--- config.mk ---
export PLATFORM = sky130hd
export DESIGN_NAME = shift_sequencer
export DESIGN_NICKNAME = d
export VERILOG_FILES = /design/src/rtl/shift_sequencer.sv
export SDC_FILE = /design/constraint.sdc
export NUM_CORES = 1
export LEC_CHECK = 0
export CAP_MARGIN = 40
export CORE_UTILIZATION = 49
export CTS_BUF_LIST = sky130_fd_sc_hd__clkbuf_16
export DETAILED_ROUTE_END_ITERATION = 7
export PLACE_DENSITY = 0.9
export SETUP_SLACK_MARGIN = 0.1
export SYNTH_ARGS = -nofsm -noshare
export SYNTH_HDL_FRONTEND = slang
export SYNTH_SLANG_ARGS = --single-unit
--- constraint.sdc ---
create_clock -name clk -period 2.1 [get_ports clk]
set_clock_uncertainty 0.1 [all_clocks]
set_input_delay 0.21 -clock clk [delete_from_list [all_inputs] [get_ports clk]]
set_output_delay 0.21 -clock clk [all_outputs]
set_load 0.01 [all_outputs]
--- src/rtl/shift_sequencer.sv ---
// Iterative shifter: drives a one-position shift datapath for SLL/SRL/SRA/ROL, one step per clock.
// Optional macro SHIFT_SEQ_FAST_EN: two positions per clock while at least two remain.
module shift_sequencer #(
    parameter int N       = 8,
    parameter int SHAMT_W = 3
) (
    input  logic               clk,
    input  logic               rst_n,
    input  logic               start,
    input  logic [1:0]         op,
    input  logic [N-1:0]       data_in,
    input  logic [SHAMT_W-1:0] shamt,
    output logic               busy,
    output logic               done,
    output logic [N-1:0]       result
);

    typedef enum logic [1:0] {
        IDLE,
        SHIFT,
        DONE
    } state_t;

    localparam logic [SHAMT_W-1:0] ONE = SHAMT_W'(1);

    state_t             r_state;
    logic [SHAMT_W-1:0] r_count;
    logic [1:0]         r_op;
    logic [N-1:0]       r_work;
    logic               r_busy;
    logic               r_done;

    logic [N-1:0]       w_next_work;
    logic [SHAMT_W-1:0] w_next_count;
    logic               w_last;

    function automatic logic [N-1:0] shift_one(input logic [1:0] f_op, input logic [N-1:0] f_w);
        logic [N-1:0] f_res;
        case (f_op)
            2'b00:   f_res = {f_w[N-2:0], 1'b0};
            2'b01:   f_res = {1'b0, f_w[N-1:1]};
            2'b10:   f_res = {f_w[N-1], f_w[N-1:1]};
            default: f_res = {f_w[N-2:0], f_w[N-1]};
        endcase
        return f_res;
    endfunction

`ifdef SHIFT_SEQ_FAST_EN
    // Count is zero-extended so the compare against 2 stays valid for any SHAMT_W.
    localparam logic [SHAMT_W:0] TWO = (SHAMT_W+1)'(2);

    always_comb begin
        w_next_work  = shift_one(r_op, r_work);
        w_next_count = r_count - ONE;
        w_last       = ({1'b0, r_count} <= TWO);
        if ({1'b0, r_count} >= TWO) begin
            w_next_work  = shift_one(r_op, shift_one(r_op, r_work));
            w_next_count = r_count - SHAMT_W'(2);
        end
    end
`else
    always_comb begin
        w_next_work  = shift_one(r_op, r_work);
        w_next_count = r_count - ONE;
        w_last       = (r_count == ONE);
    end
`endif

    always_ff @(posedge clk or negedge rst_n) begin
        if (!rst_n) begin
            r_state <= IDLE;
            r_count <= '0;
            r_op    <= 2'b00;
            r_work  <= '0;
            r_busy  <= 1'b0;
            r_done  <= 1'b0;
        end else begin
            case (r_state)
                SHIFT: begin
                    r_work  <= w_next_work;
                    r_count <= w_next_count;
                    if (w_last) begin
                        r_state <= DONE;
                        r_busy  <= 1'b0;
                        r_done  <= 1'b1;
                    end
                end
                default: begin
                    // IDLE and DONE both accept a new request, which allows back-to-back operations.
                    if (start) begin
                        r_work  <= data_in;
                        r_count <= shamt;
                        r_op    <= op;
                        if (shamt == '0) begin
                            r_state <= DONE;
                            r_busy  <= 1'b0;
                            r_done  <= 1'b1;
                        end else begin
                            r_state <= SHIFT;
                            r_busy  <= 1'b1;
                            r_done  <= 1'b0;
                        end
                    end else begin
                        r_state <= IDLE;
                        r_busy  <= 1'b0;
                        r_done  <= 1'b0;
                    end
                end
            endcase
        end
    end

    assign busy   = r_busy;
    assign done   = r_done;
    assign result = r_work;

endmodule

# Word-level counts from Yosys, hierarchy flattened
# Index checks and enable logic that the tools add are counted.
[totals]
register_bits = 17
out_inout_bits = 10
[op_classes]
mux = 17
n_bitwise = 1
n_reduce_logical = 5
n_eq_ne = 6
n_addsub = 1
[op_table]
columns = ["operator", "count"]
rows = [
  ["8-bit one-hot mux with 3 select lines", 1],
  ["8-bit two-way mux", 2],
  ["1-bit two-way mux", 8],
  ["2-bit two-way mux", 4],
  ["3-bit two-way mux", 2],
  ["2-bit by 1-bit == test with 1-bit output (second input constant)", 2],
  ["2-bit != test (second input constant)", 2],
  ["2-bit AND reduction", 2],
  ["3-bit by 1-bit == test with 1-bit output (second input constant)", 1],
  ["3-bit logical NOT", 1],
  ["3-bit by 1-bit subtractor with 3-bit output (second input constant)", 1],
  ["2-bit == test (second input constant)", 1],
  ["2-bit logical NOT", 1],
  ["2-bit nonzero test", 1],
  ["1-bit inverter", 1],
]

# Logic depth before layout (Yosys ltp)
[depth]
ltp_word = 4
mapped_depth = 5
depth_no_buf = 5

# Least setup slack after synthesis
# OpenSTA, ideal clock, no wires.
[synth_path]
kind = "flip-flop to flip-flop"
startpoint = "register busy (netlist name)"
endpoint = "register r_count[2]"
synth_period_minus_slack_ps = 1404
setup_time_ps = 123
t_arrival_ps = 1181
path_stages_with_launch = 5
setup_slack_ps = 696
required_time_ps = 1877
path_cell_list = "dfrtp_1 -> nor2b_4 -> buf_6 -> mux2_4 -> o221a_1"
[synth_lines]
columns = ["item", "line_no", "rtl"]
rows = [
  ["end signal, assigned", "81", "r_count <= w_next_count;"],
  ["end signal, assigned", "92", "r_count <= shamt;"],
  ["end, declared", "27", "logic [SHAMT_W-1:0] r_count;"],
]

# Worst setup path in the final report
[layout_path]
startpoint = "register r_done, in the netlist done"
endpoint = "output port done"
[layout_lines]
columns = ["item", "line_no", "rtl"]
rows = [
  ["start, declared", "31", "logic r_done;"],
  ["start signal, assigned", "76", "r_done <= 1'b0;"],
  ["start signal, assigned", "85", "r_done <= 1'b1;"],
  ["start signal, assigned", "97", "r_done <= 1'b1;"],
  ["end, declared", "14", "output logic done,"],
]
# No word-level cell between the ends.

==> qor.yml <==
cts_hold_buf: 0
ys_seq_elements: 15
seq_power_share_pct: 31.0
grt_max_degree: 19
clkTransAtPathRegs_ps: 50
relSlewSlack_pct: 55.6
drt_iter0_drc: 26
multiInputGateArea_um2: 449
overflow: 0
critPathSlowestCell: "clkdlybuf4s50_1"
grt_pass1_vias: 697
die_w_um: 44.1
yosysMostFrequentCell: "dfrtp_1"
drv_cap: 0
whs_ps: 275
drive_above_1_share_pct: 11.2
p_sw_share_pct: 36.9
syn_nets: 98
grt_antenna_before_repair: 0
syn2layout_area_growth_pct: 39.0
combPwrFrac_pct: 50.9
rsz0062_at_grt: "no"
critPathLaunch: "done$_DFFE_PN0P_"
avgRoutedWirePerCell_um: 16.6
crit_family: "buffers and inverters"
numPortBuffers: 25
nets: 126
fin_crit_sh_pct: 73.3
r2r-start: "done$_DFFE_PN0P_"
pwr-share-clk_pct: 18.1
dr_wl_met3_um: 84
htree_levels: 1
yosys-top-cells-count: "15 x dfrtp_1, 9 x a21oi_1, 7 x mux2i_1, 7 x nor2b_1, 6 x a211oi_1"
clkLatencyLatePin_ps: 240
cts_buffer_depth: 2
tightest_slew_ps: 664
path_cells: "clkdlybuf4s50_1"
drv_slew: 0
critPathMaxStageDelay_ps: 570
clockRootBuffer: "clkbuf_16"
dr.max_layer_used: "met4"
power.density_nw_per_um2: 1660
start_util_pct: 55.1
core_area_um2: 1580
regArea_um2: 375
fp-row-count: 14
synth_area_um2: 868
synth-edff-count: 0
ys_seq_area_share_pct: 43.2
m1WireLength_um: 961
critPathBufInv: 1
diodes: 0
yosys.area.top_type: "dfrtp_1"
cts.sinks: 15
synth_async_sr_flop_share_pct: 100
tritoncts: "yes"
vias_per_cell: 5.96
crit_arrival_ps: 1230
crit_path_max_fanout: 4
crit_path_end_kind: "output pin"
dpl.hpwl_mm: 1.39
post-route-drc-count: 0
setup_violations: 0
postCtsSetupRepairBufs: 0
setup-tns-final_ps: 0
max_freq_mhz: 650
wl_met2_um: 955
yosysWarnings: 0
status: "finished, final reports clean"
cts_made_buffers: 3
intPower_mw: 1.27
cts.repair.resized: 0
grt.total_usage_pct: 24.1
syn_avg_cell_area_um2: 10.9
final_hold_viol_count: 0
postRouteAntennaNets: 0
grt_pass1_wl_mm: 3.33
hp-class: "primary input to asynchronous set/reset pin"
startpoint_type: "flip-flop"
syn-instance-count: 80
synth_cell_type_count: 27
synth_flop_cell: "dfrtp_1"
gp_congestion: 0.760
peakVddDrop_v: 0.000865
leakagePower_nw: 0.524
die_y_um: 44.1
period_needed_ps: 1540
io_pins: 26
synth_top_area_share_pct: 43.2
firstDrtPassIters: 6
critPathKind: "flip-flop to output pin"
synthTopCellsByArea: "dfrtp_1 43%, mux2i_1 8.1%, a21oi_1 5.2%"
switchingPower_mw: 0.742
fill_cells: 102
dieArea_um2: 1940
route.vias.total: 733
required_ps: 1790
drt-total-wl_mm: 2.05
flip-flops by register name, indices dropped and copies added, names as in the netlist:
signal   cells
r_count      3
result       8
busy         1
done         1
r_op         2
routing by layer:
| layer | up-vias | GRT usage [%] |
|---|---|---|
| met4 | 0 | 10.9 |
| li1 | 350 | - |
| met5 | - | 0 |
| met3 | 7 | 4.08 |
| met2 | 26 | 35.3 |
| met1 | 350 | 35.2 |
worst register-to-register path: stages (launching register included):
cell	delay (ps)
dfrtp_1	420
nand2b_1	290
nand2_2	190
mux2_2	340
stage by stage:
stage	area, um2	worst slack [ps]	power [mW]	util (%)	cells
4_1_cts	1210	561	2.01	76.6	123
3_5_place_dp	1130	384	1.63	71.6	119
2_1_floorplan	868	696	1.29	-	80
6_report	1210	561	2.01	76.6	123
3_3_place_gp	1130	475	1.59	71.6	119
5_1_grt	1210	522	2.13	76.6	123
logic make-up (layout without fill, tap and decap cells):
kind of cell / Yosys count / count (layout) / synth area share [%]
xor gates and xnor gates: 1 / 1 / 3.17
AOI/OAI and AO/OA: 25 / 25 / 19.3
buffers and inverters: 9 / 36 / 5.04
muxes: 11 / 11 / 13.7
adders and majority gates: 2 / 2 / 2.88
DFF: 15 / 15 / 43.2
and+or+nand+nor: 17 / 17 / 12.7
power by group through the flow:
stage / Sequential [mW] / Clock, mW / Combinational [mW]
3_5_place_dp: 0.617 / 0 / 1.01
2_1_floorplan: 0.622 / 0 / 0.665
3_3_place_gp: 0.608 / 0 / 0.987
5_1_grt: 0.644 / 0.381 / 1.10
6_report: 0.624 / 0.364 / 1.02
4_1_cts: 0.622 / 0.363 / 1.03
placed cells by master (no fill, tap or decap), drive strengths merged:
| master | netlist | layout |
|---|---|---|
| mux2i | 7 | 7 |
| a32oi | 1 | 1 |
| nand2b | 1 | 1 |
| or3 | 1 | 1 |
| nor3 | 1 | 1 |
| ha | 2 | 2 |
| nand3 | 2 | 2 |
| nand4bb | 1 | 1 |
| xnor2 | 1 | 1 |
| a211oi | 6 | 6 |
| o211a | 2 | 2 |
| mux2 | 4 | 4 |
| clkbuf | 1 | 3 |
| clkdlybuf4s50 | 0 | 25 |
| a21oi | 9 | 9 |
| o32ai | 1 | 1 |
| o221a | 1 | 1 |
| a221oi | 1 | 1 |
| nor2b | 8 | 8 |
| nand2 | 3 | 3 |
| dfrtp | 15 | 15 |
| o21ai | 4 | 4 |
| buf | 3 | 2 |
| inv | 5 | 6 |
final cells by class:
class,count,area share [%]
clock inverter,1,0.311
inverter,5,1.55
multi-input combinational,56,37.2
sequential,15,31.1
tap,16,1.66
timing repair buffer,27,22.0
clock buffer,3,6.22
path summary, 6_finish.rpt:
check,end,slack [ps],cells past startpoint
max,done,560,1
min,done$_DFFE_PN0P_,270,1
max reg2reg,r_op[0]$_DFFE_PN0P_,630,3
min reg2reg,r_count[0]$_DFFE_PN0P_,380,1
max in group asynchronous,result[4]$_DFFE_PN0P_,1200,1
min in group clk,r_count[0]$_DFFE_PN0P_,380,1
Note: power is estimated with default switching activity, not from simulation.
